<file path="config.mk">
export PLATFORM = sky130hd
export DESIGN_NAME = aim_uart_tx
export DESIGN_NICKNAME = d
export VERILOG_FILES = /design/src/rtl/aim_uart_tx.sv
export SDC_FILE = /design/constraint.sdc
export NUM_CORES = 1
export LEC_CHECK = 0
export ABC_CLOCK_PERIOD_IN_PS = 4900
export CAP_MARGIN = 5
export CORE_AREA = 2 2 70 72
export CTS_CLUSTER_SIZE = 30
export DETAILED_ROUTE_END_ITERATION = 8
export DIE_AREA = 0 0 72 74
export HOLD_SLACK_MARGIN = 0.12
export PLACE_DENSITY = 0.83
export RECOVER_POWER = 25
export SLEW_MARGIN = 10
export SYNTH_ARGS = -nofsm -noshare
export SYNTH_HDL_FRONTEND = slang
export SYNTH_SLANG_ARGS = --single-unit
</file>
<file path="constraint.sdc">
create_clock -name clk -period 4.9 [get_ports clk]
set_clock_uncertainty 0.1 [all_clocks]
set_input_delay 0.49 -clock clk [delete_from_list [all_inputs] [get_ports clk]]
set_output_delay 0.49 -clock clk [all_outputs]
set_load 0.005 [all_outputs]
</file>
<file path="src/rtl/aim_uart_tx.sv">
// Serialises one tracker result per frame into a 7-byte UART 8N1 packet:
// sync, flags, x_hi, x_lo, y_hi, y_lo, XOR checksum (each byte LSB first).
module aim_uart_tx #(
  parameter int         CLK_HZ    = 25_000_000,
  parameter int         BAUD      = 115200,
  parameter logic [7:0] SYNC_BYTE = 8'hAA
) (
  input  logic       clk,
  input  logic       reset,
  input  logic       frame_stb,
  input  logic [9:0] aim_x,
  input  logic [9:0] aim_y,
  input  logic       aim_detected,
  input  logic       raser_shoot,
  input  logic       target_off,
  output logic       tx,
  output logic       busy,
  output logic       frame_dropped
);

  localparam int BAUD_DIV = (CLK_HZ + BAUD / 2) / BAUD;
  localparam int CNT_W    = (BAUD_DIV > 1) ? $clog2(BAUD_DIV) : 1;
  localparam logic [CNT_W-1:0] CNT_LAST = CNT_W'(BAUD_DIV - 1);

  typedef enum logic [1:0] {IDLE, START, DATA, STOP} state_t;

  state_t           state_reg, state_next;
  logic [CNT_W-1:0] cnt_reg, cnt_next;
  logic [2:0]       bit_reg, bit_next;
  logic [2:0]       byte_reg, byte_next;
  logic [7:0]       shift_reg, shift_next;
  logic             tx_reg, tx_next;
  logic             drop_reg, drop_next;
  logic [2:0]       flags_reg, flags_next;
  logic [9:0]       x_reg, x_next;
  logic [9:0]       y_reg, y_next;

  // Packet image built from the snapshot; entry 7 is a pad so a 3-bit index is always in range.
  logic [7:0] pkt [8];
  assign pkt[0] = SYNC_BYTE;
  assign pkt[1] = {5'b0, flags_reg};
  assign pkt[2] = {6'b0, x_reg[9:8]};
  assign pkt[3] = x_reg[7:0];
  assign pkt[4] = {6'b0, y_reg[9:8]};
  assign pkt[5] = y_reg[7:0];
  assign pkt[6] = pkt[1] ^ pkt[2] ^ pkt[3] ^ pkt[4] ^ pkt[5];
  assign pkt[7] = 8'h00;

  always_ff @(posedge clk or posedge reset) begin
    if (reset) begin
      state_reg <= IDLE;
      cnt_reg   <= '0;
      bit_reg   <= '0;
      byte_reg  <= '0;
      shift_reg <= '0;
      tx_reg    <= 1'b1;
      drop_reg  <= 1'b0;
      flags_reg <= '0;
      x_reg     <= '0;
      y_reg     <= '0;
    end else begin
      state_reg <= state_next;
      cnt_reg   <= cnt_next;
      bit_reg   <= bit_next;
      byte_reg  <= byte_next;
      shift_reg <= shift_next;
      tx_reg    <= tx_next;
      drop_reg  <= drop_next;
      flags_reg <= flags_next;
      x_reg     <= x_next;
      y_reg     <= y_next;
    end
  end

  always_comb begin
    logic bit_end;
    state_next = state_reg;
    cnt_next   = cnt_reg;
    bit_next   = bit_reg;
    byte_next  = byte_reg;
    shift_next = shift_reg;
    flags_next = flags_reg;
    x_next     = x_reg;
    y_next     = y_reg;
    drop_next  = frame_stb && (state_reg != IDLE);
    bit_end    = (cnt_reg == CNT_LAST);

    if (state_reg != IDLE) begin
      cnt_next = bit_end ? '0 : cnt_reg + 1'b1;
    end

    case (state_reg)
      IDLE: begin
        if (frame_stb) begin
          state_next = START;
          cnt_next   = '0;
          bit_next   = '0;
          byte_next  = '0;
          shift_next = pkt[0];
          flags_next = {target_off, raser_shoot, aim_detected};
          x_next     = aim_x;
          y_next     = aim_y;
        end
      end
      START: begin
        if (bit_end) begin
          state_next = DATA;
          bit_next   = '0;
        end
      end
      DATA: begin
        if (bit_end) begin
          shift_next = {1'b0, shift_reg[7:1]};
          if (bit_reg == 3'd7) begin
            state_next = STOP;
          end else begin
            bit_next = bit_reg + 3'd1;
          end
        end
      end
      STOP: begin
        if (bit_end) begin
          if (byte_reg == 3'd6) begin
            state_next = IDLE;
          end else begin
            // Next start bit follows the stop bit with no idle gap.
            state_next = START;
            byte_next  = byte_reg + 3'd1;
            shift_next = pkt[byte_reg + 3'd1];
          end
        end
      end
      default: state_next = IDLE;
    endcase

    // Line level is registered from the next state so tx is glitch-free.
    case (state_next)
      START:   tx_next = 1'b0;
      DATA:    tx_next = shift_next[0];
      default: tx_next = 1'b1;
    endcase
  end

  assign tx            = tx_reg;
  assign busy          = (state_reg != IDLE);
  assign frame_dropped = drop_reg;

endmodule

</file>
==> results.md, run 1 <==
- CP Max Fanout: 20
- Starting Density: 59.0%
- Count leader, synth: dfrtp_1
- RSZ-0062 raised after global routing: no
- Slowest stage delay, CP: 0.73 ns
- Hold Startpoint: cnt_reg[7]
- Hold Path Class: register to register
- Post-DP HPWL: 3.79 mm
- GRT overflow: 0
- Arrival time worst endpoint: 3.19 ns
- Final non-filler cell area: just over 0.003 mm²
- Clk Latency, worst-skew pair: 0.31 ns
- Setup slack, reg-to-reg: 1.81 ns
- Pint: between 0.8 and 0.9 mW
- Nets: 320
- Setup Crit Path Kind: register to register
- Post-synth EDFFs: 0
- Gr usage total: 23.0%
- Gate power share: 30.5%
- Largest net degree at the start of global routing: 50
- Sequential share of the synthesized area: between 40% and 50%
- Switch share: 33.0%
- Share of the synthesized area in the top cell type: 44.2%
- Outcome: complete, but fails checks
- Top cells by area, synth: dfrtp_1 44%, mux2_2 10%, xnor2_1 4.5%
- CTS hold repair buffers: 0
- H-tree depth: 2
- Site Rows: 25
- Slew Limit Fails: 50
- Routed WL: between 5 and 6 mm
- Reg-to-Reg End: shift_reg[1]
- Hold path depth: 1
- Post-Synth Simple-Gate Area: 13.3%
- Core area: 0.00460 mm²
- Share of post-route cells with drive strength above 1: 14.2%
- Post-route minimum period: 3.09 ns
- TritonCTS Buffers: 5
- Max-slew headroom: -20.1%
- Reg2reg path depth: 7
- Final hold vios: 0
- WP data required: 5.00 ns
- Fmax: 324 MHz
- Ports: 29
- Number of global-route vias before repair: 2108
- P_sw: 0.442 mW
- Startpoint type of the worst setup path: register
- Multiplexer share of the synthesized area: around 12%
- Max Cap Viol: 1
- Post-synth top area cell: dfrtp_1
- Worst-Margin Slew: 1.80 ns
- Mean post-synth cell area: around 10 µm²
- FFs w/ async S/R, synth: 100%
- Via count: 2090
- Adder-Cell Fraction of Synth Area: 2.76%
- Die height: 74 µm
- Worst path cell trace: clkinv_1 -> ha_1 -> nor2b_1 -> a21oi_1 -> nand2_1 -> or3_1 -> a221o_1
- Initial antenna violation count: 0
- Syn Std Cell Area: 0.00272 mm²
- Placed Instance Area: between 0.003 and 0.004 mm²
- Pwr/cell area: 432 mW/mm²
- DRC Markers: 0
- Yosys cell types: 47
- Cells after Synth: 266
- Die footprint: 0.00533 mm²
- Drt via density: 6.09
- Pleak: 1.27 nW
- ANT nets after route: 0
- CTS tree: built
- Main synth FF type: dfrtp_1
- Global-route wire length before repair: 9.58 mm
- Crit. End Element: register
- Reg clk slew, reported paths: 0.08 ns
- Mapped Nets: ~300
- FILL cells: about 360
- Largest family of logic cells by synthesized area: compound AO/OA/AOI/OAI gates
- Worst Slack Setup Final: 1.81 ns
- Setup violations, final: 0
- Peak supply drop: 0.000333 V
- CP bufs+invs: 1
- Input/output buffers: 28
- TritonRoute pass-1 iters: 4
- Complex-gate fraction of the synthesized area: 17.6%
- Synth warn: 0
- Clk sink count: 49
- Initial drt markers: 84
- Buffers from clock root to sink, at most: 2
- Total Power: roughly 1.3 mW
- Fin Setup TNS: 0 ns
- Gpl congestion: 0.826
- PostCTS Resize Cnt: 0
- Die X: 72 µm
- Xor and xnor area share after synthesis: 5.48%
- Synth top cells by count: 48 x dfrtp_1, 25 x mux2_2, 23 x nand2_1, 21 x o21ai_0
- Delay-heaviest family, CP: flip-flops
- Inst Count DP: 335
- Wire length per cell: 15.8 µm
- Seq pwr share: 50.7%
- Setup Buffers After CTS: 0
- Critical R2R Launch: byte_reg[0]
- Clock power share: 18.7%
- Antenna cell count: 0
- Hold Path End: cnt_reg[7]
- Area growth, synth to finish: 14.3%
- Pre-CTS WS: 1.85 ns
- Failing checks: max-capacitance violations, max-slew violations
- FF+latch count, synth: 49
- Non-Filler Instances: 343
- Root Buffer: clkbuf_8
- CP max stage cell: dfrtp_1
- Final worst-path cycle share: a little over three fifths
==> final cells by class <==
cell class	instances	area, µm²	share of cell area, %
sequential	49	1230	39.5
timing repair buffer	29	288	9.27
clock buffer	8	90.1	2.90
inverter	8	30.0	0.967
tap	54	67.6	2.18
multi-input combinational	195	1400	45.1
==> power by group through the flow <==
stage	Clock [mW]	Sequential (mW)	Combinational, mW
6_report	0.251	0.680	0.409
5_1_grt	0.273	0.704	0.457
4_1_cts	0.252	0.679	0.415
3_5_place_dp	0	0.686	0.413
3_3_place_gp	0	0.681	0.394
2_1_floorplan	0	0.642	0.344
==> metrics by stage <==
stage | hold WS (ns) | util, %
after floorplan | 0.360 | -
after global placement | 0.390 | 65.4
after detailed placement | 0.394 | 65.4
after CTS | 0.406 | 67.3
after global routing | 0.435 | 67.5
final | 0.405 | 67.5
==> cells by family after synthesis <==
group	count (synthesis)
and+or+nand+nor	70
buffers and inverters	22
muxes	30
AOI/OAI and AO/OA	72
DFF	49
xor gates and xnor gates	17
adders and majority gates	6
==> worst register-to-register path, delay by kind of cell (launching register included) <==
family / cells / cell delay [ns]
buf+inv: 1 / 0.42
simple gates: 3 / 0.64
fa+ha+maj: 1 / 0.62
flops: 1 / 0.73
compound gates: 2 / 0.47
==> cell usage in the layout, fill, tap and decap left out, types with 6 or more instances in the layout <==
master,count
nand2_1,23
dfrtp_1,48
nor2_1,13
a31oi_1,7
ha_1,6
xnor2_1,13
inv_1,7
o21ai_0,21
mux2_2,25
a21oi_1,14
clkbuf_8,6
nand3_1,10
clkdlybuf4s50_1,27
==> metal layers <==
metal / global-route usage (%) / wire [µm] / vias up
li1: - / - / 1020
met3: 6.23 / 233 / 8
met5: 0 / 0 / -
met4: 8.18 / 91 / 0
met1: 28.7 / 2340 / 1007
met2: 39.1 / 2750 / 55
==> how the worst max path moves through the flow <==
stage / startpoint / to / slack (ns) / cells past startpoint
global route: byte_reg[0] / shift_reg[1] / 1.57 / 7
finish: byte_reg[0] / shift_reg[1] / 1.81 / 7
global placement: byte_reg[0] / shift_reg[1] / 1.94 / 7
floorplan: byte_reg[0] / shift_reg[1] / 2.53 / 9
CTS: byte_reg[0] / shift_reg[1] / 1.83 / 7
detailed placement: byte_reg[0] / shift_reg[1] / 1.85 / 7
Note: power is estimated with default switching activity, not from simulation.
==> run 2, diff against run 1 <==
--- a/config.mk
+++ b/config.mk
@@ -5,14 +5,14 @@
 export SDC_FILE = /design/constraint.sdc
 export NUM_CORES = 1
 export LEC_CHECK = 0
-export ABC_CLOCK_PERIOD_IN_PS = 4900
+export ABC_CLOCK_PERIOD_IN_PS = 2900
 export CAP_MARGIN = 5
-export CORE_AREA = 2 2 70 72
+export CORE_AREA = 2 2 73 75
 export CTS_CLUSTER_SIZE = 30
 export DETAILED_ROUTE_END_ITERATION = 8
-export DIE_AREA = 0 0 72 74
+export DIE_AREA = 0 0 75 77
 export HOLD_SLACK_MARGIN = 0.12
-export PLACE_DENSITY = 0.83
+export PLACE_DENSITY = 0.77
 export RECOVER_POWER = 25
 export SLEW_MARGIN = 10
 export SYNTH_ARGS = -nofsm -noshare
==> constraint.sdc (replaced) <==
create_clock -name clk -period 2.9 [get_ports clk]
set_clock_uncertainty 0.1 [all_clocks]
set_input_delay 0.29 -clock clk [delete_from_list [all_inputs] [get_ports clk]]
set_output_delay 0.29 -clock clk [all_outputs]
set_load 0.005 [all_outputs]
==> results.md, run 2 (same netlist as run 1, synthesis figures left out) <==
- CTS hold repair buffers: 0 (unchanged)
- Max Cap Viol: 0 (-1)
- Die footprint: 0.00578 mm² (+8.4%)
- Setup Buffers After CTS: 0 (unchanged)
- CTS tree: built
- Root Buffer: clkbuf_8
- Gpl congestion: 0.852 (+3.1%)
- Worst path cell trace: clkinv_1 -> ha_1 -> nor2b_1 -> a21oi_1 -> nand2_1 -> or3_1 -> a221o_1
- Slew Limit Fails: 0 (-100%)
- CP Max Fanout: 11 (-45%)
- Gr usage total: 20.5% (-2.5 points)
- CP max stage cell: ha_1
- Setup Crit Path Kind: register to register
- Via count: 2105 (+0.72%)
- Total Power: 2.25 mW (+68%)
- WP data required: 3.00 ns (-2.00 ns)
- Post-DP HPWL: 4.01 mm (+5.8%)
- Clk Latency, worst-skew pair: 0.31 ns (about the same)
- PostCTS Resize Cnt: 0 (unchanged)
- RSZ-0062 raised after global routing: no
- Commonest non-fill, non-tap cell in the layout: dfrtp_1
- Gate power share: 30.9% (+0.4 points)
- Antenna cell count: 0 (unchanged)
- Worst-Margin Slew: 0.855 ns (-0.944 ns)
- Outcome: finished, final reports clean
- Share of post-route cells with drive strength above 1: 16.0% (+1.8 points)
- H-tree depth: 2 (unchanged)
- Drt via density: 5.78 (-5.1%)
- P_sw: 0.755 mW (+71%)
- Seq pwr share: 51.3% (+0.6 points)
- Reg2reg path depth: 7 (unchanged)
- Post-route minimum period: 2.39 ns (-0.697 ns)
- Final worst-path cycle share: 82.5% (+19 points)
- Switch share: 33.6% (+0.59 points)
- Setup slack, reg-to-reg: 0.51 ns (-1.30 ns)
- Die height: 77 µm (+4.1%)
- Site Rows: 26 (+4.0%)
- Initial antenna violation count: 0 (unchanged)
- DRC Markers: 0 (unchanged)
- Buffers from clock root to sink, at most: 2 (unchanged)
- Wire length per cell: 14.9 µm (-5.5%)
- Clock power share: 17.8% (-0.9 points)
- TritonCTS Buffers: 5 (unchanged)
- ANT nets after route: 0 (unchanged)
- Die X: 75 µm (+4.2%)
- Input/output buffers: 28 (unchanged)
- Global-route wire length before repair: 9.29 mm (-3.0%)
- Nets: 325 (+1.6%)
- Most frequent cells in the layout: 48 x dfrtp_1, 27 x clkdlybuf4s50_1, 25 x mux2_2
- Final hold vios: 0 (unchanged)
- FILL cells: 420 (+16%)
- Pint: 1.49 mW (+66%)
- Peak supply drop: 0.000526 V (+58%)
- Core area: 0.00498 mm² (+8.2%)
- Slowest stage delay, CP: 0.50 ns (-0.23 ns)
- Hold path depth: 1 (unchanged)
- Max-slew headroom: 42.9% (+63 points)
- Arrival time worst endpoint: 2.49 ns (-0.70 ns)
- Fin Setup TNS: 0 ns (unchanged)
- Starting Density: 54.6% (-4.5 points)
- Setup violations, final: 0 (unchanged)
- Ports: 29 (unchanged)
- Routed WL: 5.43 mm (+0.30%)
- Crit. End Element: register
- Startpoint type of the worst setup path: register
- TritonRoute pass-1 iters: 4 (unchanged)
- Reg clk slew, reported paths: 0.09 ns (about the same)
- Largest net degree at the start of global routing: 30 (-40%)
- Number of global-route vias before repair: 2000 (-5.1%)
- Fmax: 418 MHz (+29%)
- GRT overflow: 0 (unchanged)
- Area growth, synth to finish: 15.9%
- Clk sink count: 49 (unchanged)
- Hold Path Class: register to register
- Initial drt markers: 76 (-9.5%)
- Pleak: 1.29 nW (+1.6%)
- Pwr/cell area: 714 mW/mm² (+65%)
-- run 2: final timing paths --
kind	from	endpoint
worst max-delay path	byte_reg[0]	shift_reg[1]
worst min-delay path	shift_reg[5]	shift_reg[5]
worst max register to register	byte_reg[0]	shift_reg[1]
worst min register to register	shift_reg[5]	shift_reg[5]
max in group asynchronous	reset	bit_reg[1]
min in group asynchronous	reset	y_reg[3]
-- run 2: power groups by stage --
| stage | sequential [mW] | clock, mW | combinational [mW] |
|---|---|---|---|
| after CTS | 1.15 | 0.410 | 0.706 |
| after floorplan | 1.08 | 0 | 0.581 |
| after global routing | 1.19 | 0.448 | 0.780 |
| final | 1.15 | 0.399 | 0.695 |
| after global placement | 1.15 | 0 | 0.672 |
| after detailed placement | 1.17 | 0 | 0.703 |
-- run 2: worst max-delay path, delay by kind of cell (launching register included) --
kind	cells	cell delay, ns
AO/OA/AOI/OAI	2	0.45
AND/OR/NAND/NOR	3	0.58
buffers and inverters	1	0.25
flip-flops	1	0.40
adder cells (fa/ha/maj)	1	0.50
-- run 2: final cells by class --
| type | instances | area [µm²] | area share (%) |
|---|---|---|---|
| timing repair buffer | 34 | 323 | 10.3 |
| sequential | 49 | 1230 | 39.0 |
| inverter | 8 | 30.0 | 0.954 |
| multi-input combinational | 195 | 1390 | 44.3 |
| tap | 70 | 87.6 | 2.78 |
| clock inverter | 3 | 17.5 | 0.556 |
| clock buffer | 5 | 68.8 | 2.19 |
-- run 2: per-layer routing --
layer,vias to the layer above,GRT usage (%),routed length [µm],share of wire [%]
li1,1025,-,-,-
met1,1012,26.8,2350,43
met2,62,33.4,2730,50
met3,6,4.73,279,5.1
met4,0,6.07,66,1.2
met5,-,0,0,0
-- run 2: metrics by stage --
stage | hold WS, ns | instance area, µm² | cells | util [%] | setup slack (ns)
2_1_floorplan | 0.288 | 2720 | 266 | - | 0.531
3_3_place_gp | 0.381 | 3060 | 356 | 61.6 | 0.610
3_5_place_dp | 0.382 | 3060 | 356 | 61.6 | 0.527
4_1_cts | 0.244 | 3150 | 364 | 63.3 | 0.511
5_1_grt | 0.427 | 3150 | 364 | 63.2 | 0.354
6_report | 0.404 | 3150 | 364 | 63.2 | 0.508
